File: config.mk
export PLATFORM = sky130hd
export DESIGN_NAME = freq_meter_ctrl
export DESIGN_NICKNAME = d
export VERILOG_FILES = /design/src/rtl/freq_meter_ctrl.sv
export SDC_FILE = /design/constraint.sdc
export NUM_CORES = 1
export LEC_CHECK = 0
export CAP_MARGIN = 25
export CORE_ASPECT_RATIO = 0.5
export CORE_UTILIZATION = 30
export CTS_BUF_LIST = sky130_fd_sc_hd__clkbuf_4 sky130_fd_sc_hd__clkbuf_8
export DETAILED_ROUTE_END_ITERATION = 8
export PLACE_DENSITY = 0.56
export SLEW_MARGIN = 5
export SYNTH_ARGS = -nofsm -noshare
export SYNTH_HDL_FRONTEND = slang
export SYNTH_SLANG_ARGS = --single-unit
File: constraint.sdc
create_clock -name clk -period 2.15 [get_ports clk]
set_input_delay 0.43 -clock clk [delete_from_list [all_inputs] [get_ports clk]]
set_output_delay 0.43 -clock clk [all_outputs]
set_load 0.1 [all_outputs]
File: src/rtl/freq_meter_ctrl.sv
// Measurement sequencer for the BCD frequency-meter datapath (clear, gate, settle, latch).
// Optional display-hold input enabled by defining FREQ_CTRL_HOLD_EN.
module freq_meter_ctrl #(
  parameter int GATE_CYCLES  = 1000,
  parameter int CLEAR_CYCLES = 2,
  parameter int TB_W         = 16
) (
  input  logic       clk,
  input  logic       reset,
  input  logic       start,
  input  logic       sig_in,
  input  logic       ovf_in,
`ifdef FREQ_CTRL_HOLD_EN
  input  logic       hold,
`endif
  output logic       cnt_clr_n,
  output logic       cnt_pulse,
  output logic       reg_load,
  output logic       meas_done,
  output logic       overflow,
  output logic [2:0] state_out
);

  // state  | meaning
  // IDLE   | waiting for start, counter chain released
  // CLEAR  | counter chain held in clear for CLEAR_CYCLES
  // GATE   | gate window open, rising edges of sig_in counted
  // SETTLE | one cycle for the final increment to ripple through
  // LATCH  | display load strobe, overflow captured
  typedef enum logic [2:0] {
    IDLE   = 3'd0,
    CLEAR  = 3'd1,
    GATE   = 3'd2,
    SETTLE = 3'd3,
    LATCH  = 3'd4
  } state_t;

  localparam logic [TB_W-1:0] CLR_LAST  = TB_W'(CLEAR_CYCLES - 1);
  localparam logic [TB_W-1:0] GATE_LAST = TB_W'(GATE_CYCLES - 1);

  state_t          state, state_nx;
  logic [TB_W-1:0] timebase;
  logic            sig_q;
  logic            ovf_acc;
  logic            edge_det;
  logic            load_en;

`ifdef FREQ_CTRL_HOLD_EN
  assign load_en = ~hold;
`else
  assign load_en = 1'b1;
`endif

  assign edge_det  = sig_in & ~sig_q;
  assign state_out = state;

  always_comb begin
    state_nx  = state;
    cnt_clr_n = 1'b1;
    reg_load  = 1'b0;
    meas_done = 1'b0;
    case (state)
      IDLE: begin
        if (start) state_nx = CLEAR;
      end
      CLEAR: begin
        cnt_clr_n = 1'b0;
        if (timebase == CLR_LAST) state_nx = GATE;
      end
      GATE: begin
        if (timebase == GATE_LAST) state_nx = SETTLE;
      end
      SETTLE: begin
        state_nx = LATCH;
      end
      LATCH: begin
        reg_load  = load_en;
        meas_done = 1'b1;
        state_nx  = start ? CLEAR : IDLE;
      end
      default: state_nx = IDLE;
    endcase
    // Reset forces the chain into clear and suppresses strobes immediately.
    if (!reset) begin
      cnt_clr_n = 1'b0;
      reg_load  = 1'b0;
      meas_done = 1'b0;
    end
  end

  always_ff @(posedge clk) begin
    if (!reset) begin
      state     <= IDLE;
      timebase  <= '0;
      sig_q     <= 1'b0;
      ovf_acc   <= 1'b0;
      overflow  <= 1'b0;
      cnt_pulse <= 1'b0;
    end else begin
      state     <= state_nx;
      timebase  <= (state_nx != state) ? '0 : timebase + TB_W'(1);
      sig_q     <= sig_in;
      cnt_pulse <= (state == GATE) & edge_det;
      if (state == CLEAR && state_nx == GATE)
        ovf_acc <= 1'b0;
      else if (state == GATE || state == SETTLE)
        ovf_acc <= ovf_acc | ovf_in;
      // Capture includes ovf_in from the SETTLE cycle itself.
      if (state == SETTLE && load_en)
        overflow <= ovf_acc | ovf_in;
    end
  end

endmodule
==> run_results.csv, run 1 <==
group,metric,value,unit
place,dp.cells,182,
place,port_buffers,12,
cells_and_area,diodes,0,
setup_path,cp-end-kind,"flop",
floorplan,die_h,44.89,um
hold_path,hp-class,"flop to flop",
power,p_per_area,634.1,nW/um2
floorplan,start_util,31.78,%
cells_and_area,finalNonFillerCells,186,
routing,viasPerCell,5.032,
setup_path,startpoint_type,"flop",
cells_and_area,final_util,39.21,%
setup_path,cp_data_arrival_time,2.04,ns
sta,clock_skew,0.004052,ns
grt,use_met3,2.742,%
place,gp_congestion,0.6958,
setup_path,rr_worst_depth,6,
clock_network,cts_made_buffers,3,
sta,maxSlewViolCount,0,
sta,tightestPinTransition,0.4222,ns
power,leakagePower,0.4541,nW
sta,post-route-min-period,1.896,ns
yosys,synth_area_per_cell,9.046,um2
grt,grt-ovfl-total,0,
sta,setup_viol_count_final,0,
yosys,ys_types,38,
routing,drt-initial-drc-count,60,
routing,dr.pass1.iters,4,
clock_network,clockBufferDepth,2,
cells_and_area,register_area,466.7,um2
yosys,syn-cell-area,1104,um2
clock_network,cts.sinks,23,
cells_and_area,nFillCells,352,
grt,grt_use_met2,20.93,%
yosys,synth-seq-cells,23,
cells_and_area,area.growth.synth_to_final,23.36,%
sta,rsz0062_at_grt,"no",
setup_path,timing.rr.start,"timebase[0]",
place,hpwlAfterDp,1604,um
clock_network,cts_setup_buffers,0,
cells_and_area,multi_input_area,605.6,um2
setup_path,r2r-end,"timebase[14]",
place,dp_slack,0.2678,ns
clock_network,cts_resized,0,
clock_network,cts_tree,"built",
setup_path,critPathMaxFanout,16,
sta,whs,0.3937,ns
run_status,status,"completed",
yosys,synth_xor_area_share,7.937,%
setup_path,reg2reg_slack,0.25,ns
yosys,yosys_warnings,0,
routing,routed_wl,2323,um
grt,grt_first_pass_wirelength,3795,um
clock_network,ctsHoldBuffers,0,
cells_and_area,drive_above_1_share,17.78,%
hold_path,worst_hold_path.endpoint,"cnt_pulse",
routing,avgRoutedWirePerCell,12.49,um
sta,setup_tns,0,ns
routing,vias,936,
sta,final_hold_viol_count,0,
sta,fmaxAchievable,0.5273,GHz
setup_path,path_class,"flop to flop",
yosys,synth-simple-area-share,32.54,%
hold_path,worstHoldStart,"sig_q",
routing,ant_nets,0,
sta,relSlewSlack,71.79,%
routing,drc,0,
yosys,syn_nets,129,
yosys,synth.area.mux_share,0,%
power,power,0.8632,mW
yosys,ys_seq_area_share,41.72,%
yosys,synth_compound_area_share,11.34,%
floorplan,core,3472,um2
setup_path,crit_required,2.29,ns
grt,grt_max_degree,17,
grt,grt_use_total,12.66,%
floorplan,die_w,87.78,um
yosys,synth_top_family_by_area,"simple AND/OR/NAND/NOR gates",
grt,antenna_found_initial,0,
hold_path,min_path_cells,1,
floorplan,die_area,3940,um2
grt,busiest_layer,"met2",
flow_run,maxCapViolCount,0,
clock_network,cts_max_level,1,
floorplan,row_count,15,
clock_network,clk_pin_slew,0.08,ns
floorplan,io_pins,13,
place,place_area,1313,um2
cells_and_area,nets,143,
grt,grt_pass1_vias,783,
clock_network,cts_root_buf,"clkbuf_8",
clock_network,worstSkewPairLatency,0.26,ns
cells_and_area,design_area,1361,um2
sta,finalCritPeriodShare,88.21,%
sta,worst_slack,0.2535,ns
power,peakVddDrop,0.2167,mV
yosys,synth_adder_area_share,2.268,%
grt,grtUsageMet1,16.82,%
yosys,synth_cells,122,
state kept, by name (all words and copies together), names as in the netlist:
name       count
ovf_acc        1
overflow       1
timebase      16
state_out      3
cnt_pulse      1
sig_q          1
cells in the mapped netlist, drive strengths merged:
| cell type | n | area [um2] |
|---|---|---|
| dfxtp | 23 | 460.4 |
| nor3 | 17 | 85.08 |
| nand2 | 9 | 33.78 |
| xnor2 | 6 | 52.55 |
| nand4 | 5 | 31.28 |
| nor2 | 5 | 18.77 |
| a211oi | 4 | 35.03 |
| a21oi | 4 | 20.02 |
| and2 | 4 | 25.02 |
| and3 | 4 | 25.02 |
| buf | 4 | 31.27 |
| o31ai | 4 | 43.79 |
| xor2 | 4 | 35.03 |
| inv | 3 | 11.26 |
| nand3 | 3 | 20.02 |
| nor4 | 3 | 18.77 |
| or3b | 3 | 26.28 |
| ha | 2 | 25.02 |
| o21ai | 2 | 10.00 |
| or4 | 2 | 15.01 |
| a311oi | 1 | 8.760 |
| and2b | 1 | 7.510 |
| and4 | 1 | 8.760 |
| clkbuf | 1 | 3.750 |
| nand2b | 1 | 6.260 |
| nand3b | 1 | 7.510 |
| nor3b | 1 | 7.510 |
| nor4b | 1 | 8.760 |
| o21a | 1 | 7.510 |
| or2b | 1 | 7.510 |
| or3 | 1 | 6.260 |
power by group:
group | switching (mW) | internal (mW)
Clock | 0.135 | 0.145
Sequential | 0.0121 | 0.435
Combinational | 0.0871 | 0.0491
Total | 0.234 | 0.629
worst max-delay path, stage by stage (launching register included):
cell	delay (ns)
dfxtp_1	0.38
ha_1	0.26
nand3_2	0.18
or3b_1	0.45
o31ai_4	0.26
buf_12	0.19
a211oi_1	0.06
cells in the final DEF, fill, tap and decap left out, types with 2 or more instances in the layout:
| cell | instances |
|---|---|
| buf_12 | 4 |
| dfxtp_1 | 20 |
| or3b_2 | 2 |
| nor4_1 | 3 |
| and3_1 | 3 |
| dfxtp_2 | 2 |
| clkdlybuf4s50_1 | 4 |
| nor2_1 | 4 |
| inv_1 | 3 |
| clkbuf_8 | 3 |
| o31ai_1 | 3 |
| nor3_1 | 17 |
| a211oi_1 | 3 |
| nand4_1 | 5 |
| a21oi_1 | 4 |
| buf_4 | 6 |
| or4_1 | 2 |
| xor2_1 | 4 |
| xnor2_1 | 6 |
| nand3_1 | 2 |
| and2_1 | 4 |
| ha_1 | 2 |
| nand2_1 | 9 |
cells by family (layout without fill, tap and decap cells):
family,Yosys count,count (layout)
xor gates and xnor gates,10,10
DFF,23,23
buffers and inverters,8,21
and+or+nand+nor,63,63
AOI/OAI and AO/OA,16,16
adders and majority gates,2,2
layer usage:
layer | wire length (um) | up-vias
li1 | - | 475
met1 | 1210 | 437
met2 | 1002 | 22
met3 | 91 | 2
met4 | 18 | 0
met5 | 0 | -
final cells by class:
class,instances,area share (%)
Multi-Input combinational cell,91,44.49
Sequential cell,23,34.28
Timing Repair Buffer,14,12.13
Tap cell,51,4.687
Clock buffer,4,3.585
Inverter,3,0.8272
worst max-delay path by stage:
stage          slack [ns]          from      endpoint  cells past startpoint
2_1_floorplan        0.04  state_out[2]      reg_load                      2
3_3_place_gp         0.28         reset     meas_done                      3
3_5_place_dp         0.27         reset     meas_done                      3
4_1_cts              0.26         reset     meas_done                      3
5_1_grt              0.16   timebase[0]   timebase[4]                      6
6_report             0.25   timebase[0]  timebase[14]                      6
No activity file was read; power rests on OpenSTA's default activity.
==> inputs of run 2 (changes only) <==
--- a/config.mk
+++ b/config.mk
@@ -7,6 +7,7 @@
 export LEC_CHECK = 0
 export CAP_MARGIN = 25
 export CORE_ASPECT_RATIO = 0.5
+export CORE_MARGIN = 2
 export CORE_UTILIZATION = 30
 export CTS_BUF_LIST = sky130_fd_sc_hd__clkbuf_4 sky130_fd_sc_hd__clkbuf_8
 export DETAILED_ROUTE_END_ITERATION = 8
==> run 2 against run 1 <==
Compared with the run above: critical path depth down 3; first-iteration DRC count down 63%; die area up 6.8%; global-route usage down 0.61 points; clock power about the same; sequential power about the same; count of clock-buffer cells in the layout unchanged; critical path type is now primary input to output port; largest power group unchanged.
==> run_results.csv, run 2 (synthesis gave the netlist of run 1 again) <==
group,metric,value,unit
sta,setup_viol_count_final,0,
routing,drc,0,
power,p_int,0.6264,mW
cells_and_area,most-common-layout-cells,"dfxtp_1, nor3_1, nand2_1",
grt,grt_first_pass_wirelength,3891,um
sta,clock_skew,0.001023,ns
setup_path,timing.rr.start,"timebase[0]",
cells_and_area,drive_above_1_share,18.38,%
setup_path,reg2reg_slack,0.31,ns
setup_path,cp-end-kind,"output port",
sta,setup_tns,0,ns
floorplan,die_w,89.78,um
power,switching_share,26.67,%
clock_network,cts_root_buf,"clkbuf_8",
sta,rsz0062_at_grt,"no",
setup_path,rr_worst_depth,6,
setup_path,path_class,"primary input to output port",
sta,fmaxAchievable,0.5311,GHz
setup_path,crit_end,"meas_done",
clock_network,cts_max_level,1,
cells_and_area,area.growth.synth_to_final,22.90,%
grt,grt_pass1_vias,820,
routing,ant_nets,0,
sta,relSlewSlack,72.87,%
power,p_per_area,629.8,nW/um2
place,port_buffers,12,
cells_and_area,final_common_cell,"dfxtp_1",
cells_and_area,largest_register_ffs,16,
floorplan,die_h,46.89,um
grt,grt_max_degree,17,
clock_network,cts_made_buffers,3,
routing,vias,904,
cells_and_area,diodes,0,
setup_path,crit_cells,3,
floorplan,start_util,31.78,%
setup_path,critPathMaxFanout,6,
power,pwr-share-seq,52.3,%
routing,drt-initial-drc-count,22,
cells_and_area,largest_register,"timebase",
setup_path,path_cells,"clkdlybuf4s50_1, and3_2, buf_12",
sta,whs,0.3947,ns
power,peakVddDrop,0.2200,mV
flow_run,maxCapViolCount,0,
grt,grt-ovfl-total,0,
setup_path,path_buf_inv,2,
grt,grt_use_total,12.05,%
setup_path,r2r-end,"timebase[2]",
routing,routed_wl,2257,um
sta,finalCritPeriodShare,87.57,%
setup_path,cp_top_family,"buffers and inverters",
floorplan,io_pins,13,
setup_path,crit_required,1.72,ns
routing,dr.pass1.iters,4,
clock_network,ctsHoldBuffers,0,
setup_path,cp_data_arrival_time,1.45,ns
routing,viasPerCell,4.834,
clock_network,cts.sinks,23,
clock_network,cts_resized,0,
clock_network,worstSkewPairLatency,0.26,ns
floorplan,die_area,4209,um2
cells_and_area,nets,144,
setup_path,crit_path_start,"reset",
sta,post-route-min-period,1.883,ns
routing,avgRoutedWirePerCell,12.07,um
floorplan,row_count,15,
power,switchingPower,0.2278,mW
clock_network,clockBufferDepth,2,
cells_and_area,final_util,39.06,%
power,pwr-share-comb,15.4,%
place,hpwlAfterDp,1628,um
run_status,status,"completed",
setup_path,slowest_stage,"clkdlybuf4s50_1",
place,gp_congestion,0.7837,
power,p_clk_share,32.3,%
clock_network,cts_tree,"built",
floorplan,core,3472,um2
setup_path,max_stage_delay,0.56,ns
power,leakagePower,0.4550,nW
clock_network,clk_pin_slew,0.08,ns
setup_path,startpoint_type,"primary input",
hold_path,hp-class,"flop to flop",
sta,final_hold_viol_count,0,
grt,antenna_found_initial,0,
clock_network,cts_setup_buffers,0,
sta,maxSlewViolCount,0,
sta,tightestPinTransition,0.4060,ns
==> run 2: cell count changes in the layout (fill, tap and decap cells not counted), sizes merged <==
cell | before | now
buf | 10 | 11
==> run 2: cell type report <==
| cell class | instances | area (um2) |
|---|---|---|
| Clock buffer | 4 | 48.80 |
| Fill cell | 351 | 2116 |
| Inverter | 3 | 11.26 |
| Multi-Input combinational cell | 91 | 605.6 |
| Sequential cell | 23 | 466.7 |
| Tap cell | 51 | 63.81 |
| Timing Repair Buffer | 15 | 160.2 |
==> run 2: worst reg2reg max path, cell delays in order (launching register included) <==
cell	delay (ns)
dfxtp_1	0.38
ha_1	0.24
nand3_2	0.16
or3b_1	0.45
o31ai_4	0.20
buf_4	0.23
nor3_1	0.08
==> run 2: how the worst min path moves through the flow <==
stage	start	to	slack (ns)	depth (start not counted)
final	sig_q	cnt_pulse	0.39	1
after global routing	sig_q	cnt_pulse	0.41	1
after CTS	sig_q	cnt_pulse	0.40	1
after detailed placement	sig_q	cnt_pulse	0.39	1
after global placement	sig_q	cnt_pulse	0.38	1
after floorplan	sig_q	cnt_pulse	0.37	1
==> run 2: power groups by stage <==
| stage | combinational [mW] | sequential, mW | clock (mW) |
|---|---|---|---|
| floorplan | 0.0732 | 0.478 | 0 |
| global placement | 0.133 | 0.457 | 0 |
| detailed placement | 0.132 | 0.458 | 0 |
| CTS | 0.133 | 0.448 | 0.293 |
| global route | 0.142 | 0.450 | 0.309 |
| finish | 0.132 | 0.447 | 0.276 |
==> run 2: stage by stage <==
step | setup WS, ns | instance area (um2) | power (mW) | instances
after floorplan | 0.03685 | 1119 | 0.5510 | 122
after global routing | 0.2083 | 1356 | 0.9002 | 187
after detailed placement | 0.2551 | 1308 | 0.5902 | 183
after CTS | 0.2554 | 1356 | 0.8735 | 187
after global placement | 0.2739 | 1308 | 0.5901 | 183
final | 0.2673 | 1356 | 0.8542 | 187
==> run 2: layer usage <==
metal,vias to the layer above,part of all wire [%],global-route usage [%]
met2,16,43,19.55
met1,417,52,15.36
met3,0,4.3,4.815
met4,0,0,3.692
met5,-,0,0
li1,471,-,-
==> inputs of run 3 (changes only) <==
--- a/config.mk
+++ b/config.mk
@@ -10,8 +10,9 @@
 export CORE_MARGIN = 2
 export CORE_UTILIZATION = 30
 export CTS_BUF_LIST = sky130_fd_sc_hd__clkbuf_4 sky130_fd_sc_hd__clkbuf_8
+export CTS_CLUSTER_SIZE = 10
 export DETAILED_ROUTE_END_ITERATION = 8
-export PLACE_DENSITY = 0.56
+export PLACE_DENSITY = 0.58
 export SLEW_MARGIN = 5
 export SYNTH_ARGS = -nofsm -noshare
 export SYNTH_HDL_FRONTEND = slang
==> constraint.sdc (replaced) <==
create_clock -name clk -period 1.7 [get_ports clk]
set_input_delay 0.34 -clock clk [delete_from_list [all_inputs] [get_ports clk]]
set_output_delay 0.34 -clock clk [all_outputs]
set_load 0.1 [all_outputs]
==> run 3 against run 2 <==
Compared with the run above: via count is 7.7% higher; count of clock-buffer cells in the layout stayed put; non-clock buffer count is 12 higher; critical path type is now flop to flop; first-iteration DRC count grew to 3.3 times the previous value.
==> run_results.csv, run 3 (synthesis gave the netlist of run 1 again) <==
group,metric,value,unit
routing,routed_wl,2434,um
routing,vias,974,
sta,relSlewSlack,79.07,%
sta,finalCritPeriodShare,95.13,%
setup_path,crit_required,1.85,ns
setup_path,cp_data_arrival_time,1.77,ns
sta,rsz0062_at_grt,"no",
setup_path,critPathMaxFanout,10,
routing,ant_nets,0,
floorplan,io_pins,13,
grt,antenna_found_initial,0,
setup_path,cp-end-kind,"flop",
routing,dr_wl_met3,88,um
cells_and_area,nets,156,
grt,grt_pass1_vias,900,
clock_network,cts_root_buf,"clkbuf_8",
routing,dr.pass1.iters,5,
grt,grt_first_pass_wirelength,4236,um
floorplan,die_area,4209,um2
cells_and_area,diodes,0,
place,hpwlAfterDp,1762,um
place,port_buffers,12,
sta,fmaxAchievable,0.6184,GHz
setup_path,path_class,"flop to flop",
clock_network,cts.sinks,23,
power,peakVddDrop,0.2436,mV
grt,grt-ovfl-total,0,
cells_and_area,final_common_cell,"nor3_1",
cells_and_area,most-common-layout-cells,"nor3_1, dfxtp_1, buf_4",
routing,route.met2.wl,1078,um
clock_network,cts_tree,"built",
setup_path,max_stage_delay,0.41,ns
routing,avgRoutedWirePerCell,12.23,um
setup_path,startpoint_type,"flop",
cells_and_area,drive_above_1_share,32.43,%
sta,tightestPinTransition,0.3111,ns
routing,wl_met1,1237,um
routing,drc,0,
power,leakagePower,0.5487,nW
grt,grt_use_total,12.89,%
clock_network,clk_pin_slew,0.08,ns
routing,viasPerCell,4.894,
routing,highest_layer,"met4",
sta,setup_viol_count_final,0,
cells_and_area,largest_register_ffs,16,
cells_and_area,largest_register,"timebase",
sta,worst_slack,0.08282,ns
flow_run,maxCapViolCount,0,
place,dp_slack,-0.02085,ns
run_status,status,"completed",
clock_network,ctsHoldBuffers,0,
clock_network,cts_max_level,1,
floorplan,row_count,15,
setup_path,path_cells,"ha_2, nand3_2, or3b_4, o31ai_4, buf_6, nor3_1",
hold_path,hp-class,"flop to flop",
floorplan,die_w,89.78,um
clock_network,worstSkewPairLatency,0.26,ns
cells_and_area,area.growth.synth_to_final,42.18,%
sta,final_hold_viol_count,0,
power,power,1.114,mW
clock_network,cts_made_buffers,3,
floorplan,start_util,31.78,%
grt,grt_max_degree,17,
clock_network,clockBufferDepth,2,
setup_path,slowest_stage,"or3b_4",
sta,setup_tns,0,ns
routing,drt-initial-drc-count,72,
power,p_per_area,709.7,nW/um2
place,gp_congestion,0.7445,
sta,post-route-min-period,1.617,ns
floorplan,core,3472,um2
sta,clock_skew,0.002224,ns
floorplan,die_h,46.89,um
sta,maxSlewViolCount,0,
==> run 3: cell types whose count changed in the layout (fill, tap and decap cells not counted), moves of 2 or more <==
| cell | change |
|---|---|
| nor4_2 | +2 |
| dfxtp_2 | +2 |
| nor4_1 | -2 |
| buf_4 | +4 |
| buf_6 | +3 |
| dfxtp_4 | +2 |
| or3b_4 | +2 |
| buf_12 | +5 |
| dfxtp_1 | -4 |
==> run 3: per-layer routing <==
layer	GRT usage, %	up-vias
met4	3.692	0
met3	3.852	2
li1	-	496
met5	0	-
met2	22.88	16
met1	16.04	460
==> run 3: power breakdown <==
part | internal [mW] | switching, mW
Combinational | 0.0818 | 0.113
Sequential | 0.549 | 0.0180
Clock | 0.183 | 0.169
==> run 3: final timing paths <==
| path | from | end | slack (ns) | cells after the start |
|---|---|---|---|---|
| hold reg to reg | sig_q | cnt_pulse | 0.39 | 1 |
| setup / recovery | timebase[0] | timebase[0] | 0.08 | 6 |
| setup reg to reg | timebase[0] | timebase[0] | 0.08 | 6 |
| hold / removal | sig_q | cnt_pulse | 0.39 | 1 |
==> run 3: area by class of cell <==
class	instances	area, um2
fillers	327	1903
clock buffers	4	48.80
inverters	3	11.26
well taps	51	63.81
repair buffers	27	326.6
multi-input cells	91	641.9
flip-flops and latches	23	476.7
==> run 3: worst max-delay path, delay by kind of cell, from the launching register on <==
| family | cells | cell delay (ns) |
|---|---|---|
| buf+inv | 1 | 0.18 |
| compound gates | 1 | 0.22 |
| fa+ha+maj | 1 | 0.19 |
| flops | 1 | 0.36 |
| simple gates | 3 | 0.55 |
==> run 3: repair_timing <==
action,4_1_cts,5_1_grt
setup buffers,0,0
resized for setup,2,12
pin swaps,1,1
endpoints found under the setup margin,1,19
==> run 3: through the flow <==
stage | hold WS [ns] | util [%] | std cells | area, um2
6_report | 0.3880 | 45.19 | 199 | 1569
5_1_grt | 0.4101 | 45.19 | 199 | 1569
4_1_cts | 0.3927 | 44.18 | 199 | 1534
3_5_place_dp | 0.3804 | 42.41 | 195 | 1473
3_3_place_gp | 0.3781 | 42.41 | 195 | 1473
2_1_floorplan | 0.3719 | - | 122 | 1154
